==> src/rtl/ram_ctrl_pkg.sv <==
// Shared definitions for RAM controllers: FSM state encodings and port indices.
package ram_ctrl_pkg;

  typedef enum logic [1:0] {
    ST_INIT   = 2'd0,
    ST_IDLE   = 2'd1,
    ST_ACCESS = 2'd2,
    ST_RESP   = 2'd3
  } ram_state_e;

  localparam logic PORT0 = 1'b0;
  localparam logic PORT1 = 1'b1;

endpackage

==> src/rtl/rr_arb2.sv <==
// Two-port round-robin arbiter, purely combinational; the caller owns last_grant.
module rr_arb2
  import ram_ctrl_pkg::*;
(
  input  logic req0,
  input  logic req1,
  input  logic last_grant,
  output logic grant,
  output logic valid
);

  always_comb begin
    grant = PORT0;
    valid = req0 | req1;
    // On contention the port that did not win last time gets the slot.
    if (req0 && req1) begin
      grant = (last_grant == PORT0) ? PORT1 : PORT0;
    end else if (req1) begin
      grant = PORT1;
    end
  end

endmodule

==> src/rtl/ram_arbiter.sv <==
// Dual-port front end for a single-port RAM: zero-fill sweep after reset, then
// round-robin arbitrated accesses taking IDLE -> ACCESS -> RESP (3 cycles each).
module ram_arbiter
  import ram_ctrl_pkg::*;
#(
  parameter int BIT_WIDTH = 16,
  parameter int SEL_WIDTH = 4
) (
  input  logic                 clock,
  input  logic                 reset,
  input  logic                 req0,
  input  logic                 req1,
  input  logic                 we0,
  input  logic                 we1,
  input  logic [SEL_WIDTH-1:0] addr0,
  input  logic [SEL_WIDTH-1:0] addr1,
  input  logic [BIT_WIDTH-1:0] wdata0,
  input  logic [BIT_WIDTH-1:0] wdata1,
  output logic                 ack0,
  output logic                 ack1,
  output logic [BIT_WIDTH-1:0] rdata0,
  output logic [BIT_WIDTH-1:0] rdata1,
  output logic                 ready,
  output logic [SEL_WIDTH-1:0] ram_address,
  output logic [BIT_WIDTH-1:0] ram_in,
  output logic                 ram_load,
  input  logic [BIT_WIDTH-1:0] ram_rdata
);

  localparam int DEPTH = 2 ** SEL_WIDTH;
  // Counter is one bit wider than the address so the final sweep value is distinct.
  localparam logic [SEL_WIDTH:0] LAST_ADDR = (SEL_WIDTH + 1)'(DEPTH - 1);

  ram_state_e           state_q, state_d;
  logic [SEL_WIDTH:0]   cnt_q, cnt_d;
  logic                 last_grant_q, last_grant_d;
  logic                 grant_q, grant_d;
  logic [BIT_WIDTH-1:0] rdata0_q, rdata0_d;
  logic [BIT_WIDTH-1:0] rdata1_q, rdata1_d;

  logic                 arb_grant;
  logic                 arb_valid;
  logic                 g_we;
  logic [SEL_WIDTH-1:0] g_addr;
  logic [BIT_WIDTH-1:0] g_wdata;

  rr_arb2 u_arb (
    .req0       (req0),
    .req1       (req1),
    .last_grant (last_grant_q),
    .grant      (arb_grant),
    .valid      (arb_valid)
  );

  assign g_we    = (grant_q == PORT1) ? we1    : we0;
  assign g_addr  = (grant_q == PORT1) ? addr1  : addr0;
  assign g_wdata = (grant_q == PORT1) ? wdata1 : wdata0;

  always_comb begin
    state_d      = state_q;
    cnt_d        = cnt_q;
    last_grant_d = last_grant_q;
    grant_d      = grant_q;
    rdata0_d     = rdata0_q;
    rdata1_d     = rdata1_q;
    ram_address  = '0;
    ram_in       = '0;
    ram_load     = 1'b0;
    ack0         = 1'b0;
    ack1         = 1'b0;
    ready        = 1'b0;
    case (state_q)
      ST_INIT: begin
        ram_load    = 1'b1;
        ram_address = cnt_q[SEL_WIDTH-1:0];
        cnt_d       = cnt_q + (SEL_WIDTH + 1)'(1);
        if (cnt_q == LAST_ADDR) begin
          cnt_d   = '0;
          state_d = ST_IDLE;
        end
      end
      ST_IDLE: begin
        ready = 1'b1;
        if (arb_valid) begin
          grant_d = arb_grant;
          state_d = ST_ACCESS;
        end
      end
      ST_ACCESS: begin
        ram_address  = g_addr;
        ram_load     = g_we;
        ram_in       = g_wdata;
        last_grant_d = grant_q;
        if (!g_we) begin
          if (grant_q == PORT1) rdata1_d = ram_rdata;
          else                  rdata0_d = ram_rdata;
        end
        state_d = ST_RESP;
      end
      ST_RESP: begin
        ack0    = (grant_q == PORT0);
        ack1    = (grant_q == PORT1);
        state_d = ST_IDLE;
      end
      default: state_d = ST_INIT;
    endcase
  end

  always_ff @(posedge clock or posedge reset) begin
    if (reset) begin
      state_q      <= ST_INIT;
      cnt_q        <= '0;
      last_grant_q <= PORT1;
      grant_q      <= PORT0;
      rdata0_q     <= '0;
      rdata1_q     <= '0;
    end else begin
      state_q      <= state_d;
      cnt_q        <= cnt_d;
      last_grant_q <= last_grant_d;
      grant_q      <= grant_d;
      rdata0_q     <= rdata0_d;
      rdata1_q     <= rdata1_d;
    end
  end

  assign rdata0 = rdata0_q;
  assign rdata1 = rdata1_q;

endmodule

==> config.mk <==
export PLATFORM = sky130hd
export DESIGN_NAME = ram_arbiter
export DESIGN_NICKNAME = d
export VERILOG_FILES = /design/src/rtl/ram_ctrl_pkg.sv /design/src/rtl/rr_arb2.sv /design/src/rtl/ram_arbiter.sv
export SDC_FILE = /design/constraint.sdc
export NUM_CORES = 1
export LEC_CHECK = 0
export CAP_MARGIN = 40
export CORE_UTILIZATION = 35
export DETAILED_ROUTE_END_ITERATION = 10
export MAX_ROUTING_LAYER = met4
export PLACE_DENSITY = 0.79
export SETUP_SLACK_MARGIN = 0.1
export SYNTH_ARGS = -nofsm -noshare
export SYNTH_HDL_FRONTEND = slang
export SYNTH_SLANG_ARGS = --single-unit
==> constraint.sdc <==
create_clock -name clock -period 1.9 [get_ports clock]
set_clock_uncertainty 0.15 [all_clocks]
set_input_delay 0.38 -clock clock [delete_from_list [all_inputs] [get_ports clock]]
set_output_delay 0.38 -clock clock [all_outputs]
set_load 0.01 [all_outputs]
==> Word-level counts from Yosys, hierarchy flattened <==
Cells that the tools add are included.
W data, S select, Z words.
{ "word_totals": {"wordCells": 38, "output_inout_bits": 56, "register_bits": 41} }
{ "op_classes": {"bitwise": 3, "addsub": 1, "mux": 16, "n_eq_ne": 6, "reduce_logical": 6} }
{ "ops": {"columns": ["operator", "n"], "rows": [
  ["$mux W16", 2],
  ["$pmux W2 S4", 1],
  ["$pmux W4 S2", 1],
  ["$mux W1", 7],
  ["$reduce_and A3 Y1", 2],
  ["$add A5 B1 Y5 const B", 1],
  ["$eq A5 B4 Y1 const B", 1],
  ["$mux W5", 1],
  ["$eq A2 B2 Y1 const B", 2],
  ["$mux W2", 2],
  ["$mux W4", 1],
  ["$ne A2 B2 Y1 const B", 2],
  ["$reduce_and A2 Y1", 2],
  ["$eq A2 B1 Y1 const B", 1],
  ["$logic_not A2 Y1", 1],
  ["$not A1 Y1", 2],
  ["$pmux W1 S2", 1],
  ["$logic_and A1 B1 Y1", 1],
  ["$or A1 B1 Y1", 1]
]} }

==> Longest topological paths before layout <==
{ "logic_depth": {"word_depth": 3, "depth_mapped": 6, "ltp_nobuf": 5} }

==> Cells and area by module <==
Synthesis repeated with hierarchy kept, for this count alone.
{ "unflattened": {"hier_cells": 166, "hier_area_um2": 2139.6} }
{ "by_module_without_submodules": {"columns": ["module", "cells_per_inst", "n_inst", "area_each_um2", "seq_area_each_um2"], "rows": [
  ["ram_arbiter", 164, 1, 2125.8, 1027.2],
  ["rr_arb2", 2, 1, 13.8, 0.0]
]} }

==> Least setup slack after synthesis <==
Ideal clock, no wire load.
{ "synth_timing": {"path_kind": "reg2out", "startpoint": "reg state_q[0]", "endpoint": "out ram_address[0]", "path_slack_ps": 35, "stages_incl_launch_ff": 6, "n_path_buf": 1, "arrival_time_ps": 1335, "required_time_ps": 1370, "path_cell_list": "dfrtp_1 > inv_1 > ha_1 > clkbuf_1 > o21ai_0 > o21ai_0"} }
{ "synth_between": {"elab_chain_cells": 2} }
{ "synth_rtl": {"columns": ["item", "line", "source"], "rows": [
  ["start, declared", "ram_arbiter.sv:34", "ram_state_e state_q, state_d;"],
  ["start signal, assigned", "ram_arbiter.sv:118", "state_q <= state_d;"],
  ["$eq A2 B2 Y1 / $logic_not A2 Y1 (equally long branches)", "ram_arbiter.sv:72", "case (state_q)"],
  ["$pmux W4 S2 (*)", "ram_arbiter.sv:72", null],
  ["end, declared", "ram_arbiter.sv:24", "output logic [SEL_WIDTH-1:0] ram_address,"]
]} }
Mark *: on every way between the ends. The rest lies on a longest branch, timed or not.

==> Worst setup path after layout <==
{ "layout_timing": {"startpoint": "reg state_q[1]", "endpoint": "out ram_address[3]"} }
The elaborated chain is that of the path after synthesis.

==> flow_summary_export.csv <==
group,metric,value,unit
synth,syn-num-nets,234,
critical_path,required,1.37,ns
power,power_frac_comb,61.7,%
synth,yosys.area.top_type,"dfrtp_1",
min_path,min_path_type,"input port to async pin",
power,p_clk_share,11.5,%
finish,fin_nets,379,
synth,synth-edff-count,0,
drt,antenna_left,0,
synth,ys_ff_latch,41,
critical_path,cp_data_arrival_time,1.47,ns
floorplanning,coreArea,5890,um^2
outcome,violations,"negative setup slack",
critical_path,crit_type,"register to output port",
global_route,grt_pass1_wl,9110,um
global_route,antenna_found_initial,0,
synth,synth.distinct_cells,28,
global_route,grt_use_total,19.7,%
sta,setup_viol,21,
synth,synthesis.area,2130,um^2
sta,fin_crit,2.00,ns
global_route,grt_max_degree,22,
sta,hold_violations,0,
floorplanning,ios,118,
synth,syn_avg_cell_area,12.9,um^2
sta,worstMarginPinSlew,0.280,ns
finish,drive_gt1_share,41.3,%
synth,ys.flop_type,"dfrtp_1",
critical_path,regToRegSetupSlack,0.11,ns
run,drv_cap,0,
global_route,overflow,0,
power,p_total,5.92,mW
placement,portBuffers,117,
placement,dpl.hpwl,4290,um
critical_path,critPathLaunchType,"register",
drt,drt-pass1-iter-count,6,
sta,rsz0062_at_grt,"true",
floorplanning,die_area,6400,um^2
power,power_switching,1.93,mW
synth,yosysSeqAreaShare,48.3,%
floorplanning,initial_core_util,36.2,%
critical_path,cp_max_fo,4,
cts,cts_made_buffers,5,
critical_path,slowest_delay,0.44,ns
cts,cts_max_level,2,
drt,drt-vias-per-instance,4.74,
cts,cts.sinks,41,
cts,clock_latency,0.29,ns
power,powerDensity,1520,nW/um^2
synth,synth_top_area_share,47.0,%
power,vdd_drop_max,0.867,mV
synth,yosys_warnings,0,
drt,vias,1823,
finish,n_antenna_cell,0,
sta,post-route-period-util,105,%
sta,slew_headroom,81.4,%
power,p_sw_share,32.6,%
sta,max_freq,501,MHz
synth,synthArstFlopShare,100,%
synth,synth_area_leaders,"dfrtp_1 (47%), mux2_2 (14%), mux2i_1 (9.9%)",
floorplanning,dieHeight,80.0,um
floorplanning,row_count,28,
critical_path,cp_slowest_cell,"dfrtp_2",
floorplanning,die_x,80.0,um
cts,cts_root_buf,"clkbuf_8",
sta,slew_violations,0,
critical_path,crit_chain,"inv_2 -> ha_4 -> o21ai_2 -> buf_6 -> o21ai_1 -> buf_2",
drt,drc,0,
global_route,grt_pass1_vias,1767,
placement,routabilityCongestion,0.707,
cts,path_clk_slew,0.08,ns
drt,routedWlPerCell,16.7,um
finish,syn2layout_area_growth,83.7,%
drt,totalWireLength,6440,um
synth,syn_inst,165,
power,p_seq_share,26.9,%
power,p_int,3.99,mW
critical_path,endpoint_kind,"output port",
outcome,outcome,"finished, violations left",
power,p_leak,1.75,nW
drt,drt_iter0_drc,28,
sta,worst_slack,-0.0975,ns
placement,dp_slack,-0.385,ns
cts,cts_tree,"done",
cts,clockBufferDepth,2,
## cells by family (layout without fill, tap and decap cells)
logic type / Yosys count / after routing / share of synthesized area, %
flops: 41 / 41 / 48.3
xor+xnor: 1 / 1 / 0.412
simple gates: 34 / 34 / 9.70
compound gates: 12 / 12 / 3.41
fa+ha+maj: 7 / 7 / 4.12
buf+inv: 13 / 158 / 3.41
mux: 57 / 57 / 30.7
## final cells by class
cell class              count  area (um^2)
fillers                   473         1980
clock buffers               5         68.8
multi-input cells         111         1210
flip-flops and latches     41         1030
well taps                  75         93.8
inverters                   5         21.3
clock inverters             2         35.0
repair buffers            146         1450
## routing by layer
layer | global-route usage (%) | vias to the layer above | wire length (um)
met5 | - | - | 0
met4 | 5.54 | 0 | 104
met3 | 3.54 | 8 | 230
met2 | 34.3 | 47 | 3410
met1 | 23.4 | 902 | 2690
li1 | - | 866 | -
## path summary, 6_finish.rpt
path	start	end	depth (start not counted)
max in group asynchronous	reset	last_grant_q$_DFFE_PP1N_	3
min in group clock	cnt_q[4]$_DFFE_PP0N_	cnt_q[4]$_DFFE_PP0N_	1
setup / recovery	state_q[1]$_DFFE_PP0P_	ram_address[3]	6
hold reg to reg	cnt_q[4]$_DFFE_PP0N_	cnt_q[4]$_DFFE_PP0N_	1
hold / removal	reset	rdata1[8]$_DFFE_PP0P_	3
setup reg to reg	state_q[0]$_DFFE_PP0P_	rdata0[7]$_DFFE_PP0P_	6
## cell usage in the layout, fill, tap and decap left out, types with 3 or more instances in the layout
master,n
clkdlybuf4s50_1,93
mux2i_1,18
mux2_2,20
mux2_4,16
inv_1,3
nor2b_2,9
ha_4,5
clkbuf_8,5
nor2b_4,3
buf_4,13
nor2b_1,5
buf_12,5
dfrtp_1,38
nand2_1,9
o21ai_2,3
buf_2,19
buf_6,12
## flip-flops by register name, indices dropped and copies added (netlist names)
register      count
last_grant_q      1
state_q           2
cnt_q             5
rdata0           16
grant_q           1
rdata1           16
## power by group through the flow
stage	clock network, mW	registers (mW)	logic, mW
after global placement	0	1.56	2.92
after global routing	0.734	1.66	3.87
after CTS	0.700	1.59	3.31
after floorplan	0	1.71	1.30
after detailed placement	0	1.57	2.97
final	0.680	1.59	3.65
## Yosys cell counts, drive strengths merged (2+ instances only)
master  instances
buf             6
o21ai           7
clkbuf          2
dfrtp          40
nor2b          17
ha              7
mux2           36
inv             5
mux2i          21
nand2           9
## metrics by stage
stage          utilization [%]  instance area (um^2)  setup TNS (ns)  instances  hold WS [ns]
2_1_floorplan                -                  2150               0        165         0.312
3_3_place_gp              59.8                  3520           -4.30        365         0.330
3_5_place_dp              59.8                  3520           -4.53        365         0.336
4_1_cts                   63.6                  3740          -0.721        379         0.294
5_1_grt                   66.4                  3910           -2.36        385         0.305
6_report                  66.4                  3910           -1.01        385         0.295
## worst max-delay path: cells and delay by family, from the launching register on
| family | cells | cell delay (ns) |
|---|---|---|
| AOI/OAI and AO/OA | 2 | 0.21 |
| DFF | 1 | 0.44 |
| adders and majority gates | 1 | 0.17 |
| buffers and inverters | 3 | 0.34 |
## repair_timing
item / in CTS / in global routing
hold buffers: 0 / 0
gates cloned: 4 / 1
setup buffers: 4 / 6
pin swaps: 8 / 5
gates resized for setup: 132 / 22
endpoints found under the setup margin: 28 / 42
(Power assumes the default switching activity.)
